[config.mk]
export PLATFORM = sky130hd
export DESIGN_NAME = result_bcd_converter
export DESIGN_NICKNAME = d
export VERILOG_FILES = /design/src/rtl/calc_pkg.sv /design/src/rtl/bcd_add3.sv /design/src/rtl/result_bcd_converter.sv
export SDC_FILE = /design/constraint.sdc
export NUM_CORES = 1
export LEC_CHECK = 0
export ABC_CLOCK_PERIOD_IN_PS = 2200
export CAP_MARGIN = 15
export CORE_ASPECT_RATIO = 0.5
export CORE_MARGIN = 8
export CORE_UTILIZATION = 54
export DETAILED_ROUTE_END_ITERATION = 8
export GPL_TIMING_DRIVEN = 0
export HOLD_SLACK_MARGIN = 0.08
export PLACE_DENSITY = 0.79
export REMOVE_ABC_BUFFERS = 1
export SLEW_MARGIN = 20
export SYNTH_ARGS = -nofsm -noshare
export SYNTH_HDL_FRONTEND = slang
export SYNTH_SLANG_ARGS = --single-unit
[constraint.sdc]
create_clock -name clk -period 2.2 [get_ports clk]
set_clock_uncertainty 0.05 [all_clocks]
set_input_delay 0.33 -clock clk [delete_from_list [all_inputs] [get_ports clk]]
set_output_delay 0.33 -clock clk [all_outputs]
set_load 0.05 [all_outputs]
[src/rtl/calc_pkg.sv]
// calc_pkg
//   Types and constants shared by the calculator display path.
//   bcd_digit_t  : one packed BCD digit
//   conv_state_t : binary-to-BCD converter sequencing states
//   DISP_DIGITS  : digit count of the seven-segment display
package calc_pkg;

   typedef logic [3:0] bcd_digit_t;

   typedef enum logic [1:0] {
      IDLE,
      CONVERT,
      DONE
   } conv_state_t;

   localparam int DISP_DIGITS = 6;

endpackage

[src/rtl/bcd_add3.sv]
// bcd_add3
//   Double-dabble digit correction: a digit of 5 or more gets +3 so that the
//   following left shift carries correctly into the next decimal digit.
//   d : digit before correction
//   q : corrected digit
module bcd_add3
   import calc_pkg::*;
(
   input  bcd_digit_t d,
   output bcd_digit_t q
);

   assign q = (d >= 4'd5) ? bcd_digit_t'(d + 4'd3) : d;

endmodule

[src/rtl/result_bcd_converter.sv]
// result_bcd_converter
//   Converts the signed ALU result into sign + magnitude BCD for the display,
//   one binary bit per clock (shift-and-add-3).
//   clk, rst   : clock; synchronous active-high reset
//   in_valid   : in_data offered
//   in_data    : signed two's-complement result
//   in_ready   : idle, accepting this cycle
//   out_valid  : one-cycle strobe, out_* just updated
//   out_neg    : result was negative
//   out_bcd    : magnitude digits, digit 0 (LSD) in [3:0]
//   out_blank  : per-digit leading-zero flag; bit 0 is never blanked
module result_bcd_converter
   import calc_pkg::*;
#(
   parameter int IN_W   = 20,
   parameter int DIGITS = DISP_DIGITS
)(
   input  logic                  clk,
   input  logic                  rst,
   input  logic                  in_valid,
   input  logic [IN_W-1:0]       in_data,
   output logic                  in_ready,
   output logic                  out_valid,
   output logic                  out_neg,
   output logic [4*DIGITS-1:0]   out_bcd,
   output logic [DIGITS-1:0]     out_blank
);

   localparam int CNT_W = $clog2(IN_W + 1);
   localparam longint unsigned DEC_RANGE = 64'd10 ** DIGITS;
   localparam longint unsigned BIN_RANGE = 64'd1 << (IN_W - 1);
   localparam logic [DIGITS-1:0] BLANK_RST = {{(DIGITS-1){1'b1}}, 1'b0};

   // The largest magnitude is 2**(IN_W-1) (most negative input), so the
   // digit field must be able to hold it.
   if (DEC_RANGE <= BIN_RANGE) begin : g_range_chk
      $error("result_bcd_converter: DIGITS too small for IN_W");
   end

   conv_state_t                 state, state_nxt;
   bcd_digit_t [DIGITS-1:0]     scratch, corr;
   logic [4*DIGITS-1:0]         corr_flat, shifted;
   logic [IN_W-1:0]             mag;
   logic                        neg;
   logic [CNT_W-1:0]            cnt;
   logic                        last;
   logic [DIGITS-1:0]           blank_nxt;

   for (genvar g = 0; g < DIGITS; g++) begin : g_digit
      bcd_add3 u_add3 (
         .d (scratch[g]),
         .q (corr[g])
      );
   end

   assign corr_flat = corr;
   // Corrected digits shift left, pulling in the next magnitude bit (MSB first).
   assign shifted   = {corr_flat[4*DIGITS-2:0], mag[IN_W-1]};
   assign last      = (cnt == CNT_W'(IN_W - 1));

   // Leading-zero flags of the value being finished this cycle.
   always_comb begin
      logic zero_above;
      blank_nxt  = '0;
      zero_above = 1'b1;
      for (int i = DIGITS - 1; i >= 0; i--) begin
         zero_above   = zero_above && (shifted[4*i +: 4] == 4'd0);
         blank_nxt[i] = zero_above && (i > 0);
      end
   end

   always_ff @(posedge clk) begin
      if (rst) state <= IDLE;
      else     state <= state_nxt;
   end

   always_comb begin
      state_nxt = state;
      case (state)
         IDLE:    if (in_valid) state_nxt = CONVERT;
         CONVERT: if (last)     state_nxt = DONE;
         DONE:                  state_nxt = IDLE;
         default:               state_nxt = IDLE;
      endcase
   end

   assign in_ready  = (state == IDLE);
   assign out_valid = (state == DONE);

   always_ff @(posedge clk) begin
      if (rst) begin
         neg       <= 1'b0;
         mag       <= '0;
         scratch   <= '0;
         cnt       <= '0;
         out_neg   <= 1'b0;
         out_bcd   <= '0;
         out_blank <= BLANK_RST;
      end else begin
         case (state)
            IDLE: begin
               if (in_valid) begin
                  neg     <= in_data[IN_W-1];
                  // Unsigned result, so the most negative input maps to 2**(IN_W-1).
                  mag     <= in_data[IN_W-1] ? (~in_data + IN_W'(1)) : in_data;
                  scratch <= '0;
                  cnt     <= '0;
               end
            end
            CONVERT: begin
               scratch <= shifted;
               mag     <= {mag[IN_W-2:0], 1'b0};
               cnt     <= cnt + CNT_W'(1);
               if (last) begin
                  out_bcd   <= shifted;
                  out_neg   <= neg;
                  out_blank <= blank_nxt;
               end
            end
            default: ;
         endcase
      end
   end

endmodule

* After elaboration in Yosys (flattened, before gate mapping) *
Cells that the tools add are included.

storage, ports and cells
  word-level logic and storage cells = 64
  output and inout port bits = 33
  register bits after elaboration = 82
  memories kept = 0
  input bits = 23
  bits in latches = 0
  bits in writable memories = 0
  memory bits (read-only) = 0

cells by class
  add/sub/neg operators = 8
  multiply operators = 0
  order comparisons = 6
  reductions and logical operators = 15
  equality and inequality tests = 5
  bitwise logic cells = 1
  multiplexer cells = 16
  divide/modulo/power cells = 0
  shift-type cells = 0

operators by type and width
  kind                                                 number
  case mux 24 bit (2 select lines)                     1
  2-to-1 mux 20 bit                                    2
  case mux 20 bit (2 select lines)                     1
  >= comparator 4 x 3 -> 1 bit, second input constant  6
  2-to-1 mux 24 bit                                    1
  adder 20 x 1 -> 20 bit, second input constant        1
  adder 4 x 2 -> 4 bit, second input constant          5
  logical NOT 4 bit                                    5
  2-to-1 mux 4 bit                                     5
  inverter 20 bit                                      1
  case mux 5 bit (2 select lines)                      1
  AND reduction 2 bit                                  4
  adder 5 x 1 -> 5 bit, second input constant          1
  equality test 5 bit, second input constant           1
  2-to-1 mux 5 bit                                     1
  logical AND 1 bit                                    4
  2-to-1 mux 2 bit                                     2
  != test 2 bit, second input constant                 2
  case mux 2 bit (2 select lines)                      1
  adder 3 x 2 -> 3 bit, second input constant          1
  2-to-1 mux 3 bit                                     1
  equality test 2 x 1 -> 1 bit, second input constant  1
  equality test 2 bit, second input constant           1
  logical NOT 2 bit                                    1
  nonzero test 2 bit                                   1

* Depth between registers and ports, before layout *
  word-level depth = 7
  mapped depth = 8
  depth with buffers taken out = 8

* Cells and area by module *
From an unflattened synthesis, not the netlist that was laid out.

unflattened totals
  cell total of the unflattened synthesis = 472
  area, all modules = 4040.1 µm²

by module, submodules not included
  module                area each (µm²)  times used  cells an instance  seq. area each (µm²)
  result_bcd_converter  3432.0           1           376                1641.6
  bcd_add3              101.3            6           16                 0.0

* Worst setup path before layout *
No wires, ideal clock.

  kind = register -> register
  from = reg state[0]
  to = reg mag[5]
  clock period less this slack = 2177 ps
  buffers on the path = 1
  stages on the path, launching flop included = 7
  library setup time = 132 ps
  arrival = 1995 ps
  path slack = 23 ps
  required time = 2018 ps
  cells stage by stage = dfxtp_1 -> nor2_1 -> and2_1 -> clkbuf_1 -> nor2_1 -> a22oi_1 -> a21oi_1

between the ends
  cells in the longest elaborated chain, start to end = 3
  elaborated cells on any way between the ends = 6
  classes of those cells = eq/ne: 2; mux: 1; reduce/logical: 3

RTL lines
  element                                                                      RTL line                     source
  from (decl)                                                                  result_bcd_converter.sv:40   conv_state_t state, state_nxt;
  from (signal assigned)                                                       result_bcd_converter.sv:74   else state <= state_nxt;
  logical NOT 2 bit (*)                                                        --
  named net in_ready                                                           result_bcd_converter.sv:22   output logic in_ready,
  != test 2 bit (no source line) / nonzero test 2 bit (equally long branches)  --
  AND reduction 2 bit (no source line)                                         --
  to (signal assigned)                                                         result_bcd_converter.sv:105  mag <= in_data[IN_W-1] ? (~in_data + IN_W'(1)) : in_data;
  to (signal assigned)                                                         result_bcd_converter.sv:112  mag <= {mag[IN_W-2:0], 1'b0};
  to (decl)                                                                    result_bcd_converter.sv:43   logic [IN_W-1:0] mag;

Mark *: on every way through the listed nets, which the timed path passes. The rest lies on a longest branch.
A chain may end at the register's enable or synchronous reset.

* Worst setup path after layout *
  from = reg cnt[0]
  to = reg out_neg

between the ends
  cells in the longest elaborated chain, start to end = 2

RTL lines
  element                               RTL line                     source
  from (decl)                           result_bcd_converter.sv:45   logic [CNT_W-1:0] cnt;
  from (signal assigned)                result_bcd_converter.sv:113  cnt <= cnt + CNT_W'(1);
  equality test 5 bit                   result_bcd_converter.sv:59   assign last = (cnt == CNT_W'(IN_W - 1));
  AND reduction 2 bit (no source line)  --
  to (signal assigned)                  result_bcd_converter.sv:116  out_neg <= neg;
  to (decl)                             result_bcd_converter.sv:24   output logic out_neg,

Every way passes these cells.

==> key figures <==
Timing
  – Slew Limit Fails: 0
  – Final hold violations: 0
  – Worst-margin pin slew: roughly 0.68 ns
  – Max Freq: 0.4667 GHz
  – Slew headroom: 0.5466
  – Minimum clock period: between 2 and 2.5 ns
  – RSZ-0062 raised after global routing: yes
  – Setup ws final: 0.05752 ns
  – # setup viols final: 0
  – Final TNS setup: 0 ns
  – Fin crit share: 0.9739

GRT
  – Pin count of the biggest net entering global routing: 29
  – Global-route wire length before repair: 15210 um
  – Initial antenna violation count: 0
  – Vias in the first global route: 3401
  – GRT overflow: 0
  – Gr usage total: 0.1758

Critical path
  – Largest fanout on the critical path: 11
  – Worst-case reg-to-reg path depth: 5
  – CP Class: reg2reg
  – CP Launch Type: flop
  – WP depth: 5
  – Slowest cell on crit path: nor4bb_2
  – Max stage delay on crit path: 0.59 ns
  – R2r setup slk: 0.06 ns
  – Buf/Inv on CP: 0
  – Reg2reg end: out_neg$_SDFFE_PP0P_
  – Worst path most repeated cell: nand2_1
  – Cell family with most CP delay: simple AND/OR/NAND/NOR gates
  – CP Cell Sequence: ha_1 -> nor4bb_2 -> nand2_1 -> nand2_1 -> a21oi_1
  – CP endpoint: out_neg$_SDFFE_PP0P_
  – Critical path origin: cnt[0]$_SDFFE_PP0P_
  – Required time worst endpoint: 2.36 ns
  – Worst r2r src: cnt[0]$_SDFFE_PP0P_
  – Arrival @ worst endpoint: roughly 2.3 ns
  – Critical path endpoint category: flop

Synthesis
  – Flops & latches, synth: just over 80
  – Count leader, synth: dfxtp_1
  – Synth top cells by count: 82 x dfxtp_1, 67 x nand2_1, 46 x a21oi_1
  – Yosys top cell area share: 0.4164
  – Leading post-synthesis cells by cell area: dfxtp_1 42%, nand2_1 6.4%, a21oi_1 5.8%, ha_1 4.4%, o21ai_0 4.3%
  – Async S/R FF share, synth: 0
  – Cell count after synthesis: 470
  – Yosys warns: 0
  – Ys flop type: dfxtp_1
  – Sequential fraction of the synthesis area: 0.4164
  – Syn Area/Cell: 8.388 um^2
  – Cell variety after synth: 44
  – Cell area after synthesis: just under 4000 um^2
  – Number of flops mapped to enable cells by yosys: 0
  – Synth area leader: dfxtp_1

Placement
  – Placer Congestion: approximately 0.81
  – HPWL Detailed: 6194 um
  – Pre-CTS setup slack: -0.6878 ns
  – # port buffers: 54

Drt
  – First DRT Iteration DRCs: 138
  – DRC Markers: 0
  – Total routed wirelength: 9079 um
  – Vias per cell: 5.689
  – DR pass1 iterations: 5
  – Routed wire length per instance: 14.62 um
  – Post-DRT Antenna Nets: 0
  – Vias post-DR: around 3500

Floorplan
  – Die height: 76.42 um
  – Number of placed I/O pins: 56
  – Core ar.: a little over 7000 um^2
  – Std cell rows: 22
  – Die W: 136.8 um
  – Initial core utilization: 0.5467
  – Full die area: 10460 um^2

Layout
  – Share of cells above drive strength 1: 0.08762
  – Area grow syn2layout: 26.72%
  – Nets: 557
  – Diodes inserted: 0
  – Fillcell total: 581

Run
  – Max Cap Viol: 0

Power and ir drop
  – Leak: 1.819 nW
  – Worst vdd ir: 0.4112 mV
  – Total power draw: roughly 3.4 mW
  – Power per cell area: 674.2 nW/um^2

Clock tree
  – CTS clk-pin slew, worst paths: 0.06 ns
  – CTS buffer count: 9
  – Htree depth: 3
  – TritonCTS clock tree: yes
  – TritonCTS Sinks: 82
  – CTS Root Buffer Type: clkbuf_16
  – Worst-Skew Late Latency: 0.34 ns
  – Cts-stage hold buffer count: 0
  – Clock buffer depth: 2

Min path
  – Worst Hold Class: in2reg

Run status
  – Outcome: finished, final reports clean
==> metal layers <==
| metal | vias up | wire, um | track usage |
|---|---|---|---|
| li1 | 1773 | - | - |
| met1 | 1658 | 3975 | 0.2040 |
| met2 | 85 | 4286 | 0.2983 |
| met3 | 17 | 610 | 0.04803 |
| met4 | 0 | 208 | 0.07320 |
| met5 | - | 0 | 0 |
==> worst min-delay path by stage <==
stage	from	to	slack, ns	cells after the start
after floorplan	rst	cnt[2]$_SDFFE_PP0P_	0.35	1
after global placement	mag[0]$_SDFFE_PP0P_	mag[0]$_SDFFE_PP0P_	0.39	2
after detailed placement	mag[1]$_SDFFE_PP0P_	mag[1]$_SDFFE_PP0P_	0.40	2
after CTS	rst	out_bcd[15]$_SDFFE_PP0P_	0.39	2
after global routing	rst	out_bcd[15]$_SDFFE_PP0P_	0.43	2
final	rst	out_bcd[15]$_SDFFE_PP0P_	0.40	2
==> stage by stage <==
stage / hold slack [ns] / instance area (um^2) / util / cells
after floorplan: 0.3491 / 3849 / - / 446
after global placement: 0.3850 / 4509 / 0.6253 / 596
after detailed placement: 0.3997 / 4602 / 0.6381 / 601
after CTS: 0.3947 / 4964 / 0.6882 / 620
after global routing: 0.4269 / 4996 / 0.6927 / 621
final: 0.3976 / 4996 / 0.6927 / 621
==> report_power, final <==
group          total (mW)  leakage [nW]  internal [mW]  switching [mW]
combinational       0.300          1.01          0.121           0.179
sequential           1.55         0.665           1.53          0.0242
clock                1.52         0.146          0.945           0.573
==> kinds of logic after synthesis <==
family,synth area share
compound gates,0.2202
xor+xnor,0.05110
fa+ha+maj,0.04443
buf+inv,0.03808
flops,0.4164
mux,0.02539
other cells,0.0009512
simple gates,0.2034
==> cells in the final DEF, fill, tap and decap left out, types with 3 or more instances in the layout <==
cell / netlist / final
and2_1: 4 / 3
nor3_1: 8 / 7
nor3b_1: 11 / 11
a211o_1: 3 / 3
nand3_1: 8 / 8
inv_1: 15 / 15
nand2b_1: 10 / 10
a21oi_2: 0 / 3
ha_1: 14 / 14
dlygate4sd2_1: 0 / 4
a21oi_1: 46 / 43
clkbuf_16: 0 / 9
o31ai_1: 7 / 7
buf_4: 1 / 6
nor2_1: 27 / 25
clkdlybuf4s50_1: 0 / 49
nand4_1: 3 / 3
nor2b_1: 4 / 3
and3_1: 3 / 3
nand2_1: 67 / 67
o21ai_0: 34 / 34
or3_4: 1 / 3
xnor2_1: 14 / 14
dfxtp_1: 82 / 81
mux2i_1: 10 / 10
a221o_1: 3 / 3
a22oi_1: 14 / 14
a22o_1: 14 / 14
a211oi_1: 10 / 10
xor2_1: 9 / 9
==> final cells by class <==
type	instances	area, um^2	share of cell area
multi-input cells	350	2240	0.4483
clock inverters	3	46.29	0.009266
flip-flops and latches	82	1643	0.3288
inverters	15	56.30	0.01127
well taps	96	120.1	0.02404
clock buffers	13	260.3	0.05209
repair buffers	62	630.6	0.1262
==> repair_timing <==
action | 4_1_cts | 5_1_grt
setup endpoints to repair | 54 | 12
pin swaps | 4 | 0
buffers inserted | 3 | 0
resized for setup | 13 | 7
endpoints found under the hold margin | 0 | 0
gates cloned | 0 | 1
==> sequential cells by signal, indices dropped and copies added (netlist names) <==
register / flops
cnt: 5
mag: 20
neg: 1
out_bcd: 24
out_blank: 5
out_neg: 1
scratch: 24
state: 2
Note: power is estimated with default switching activity, not from simulation.
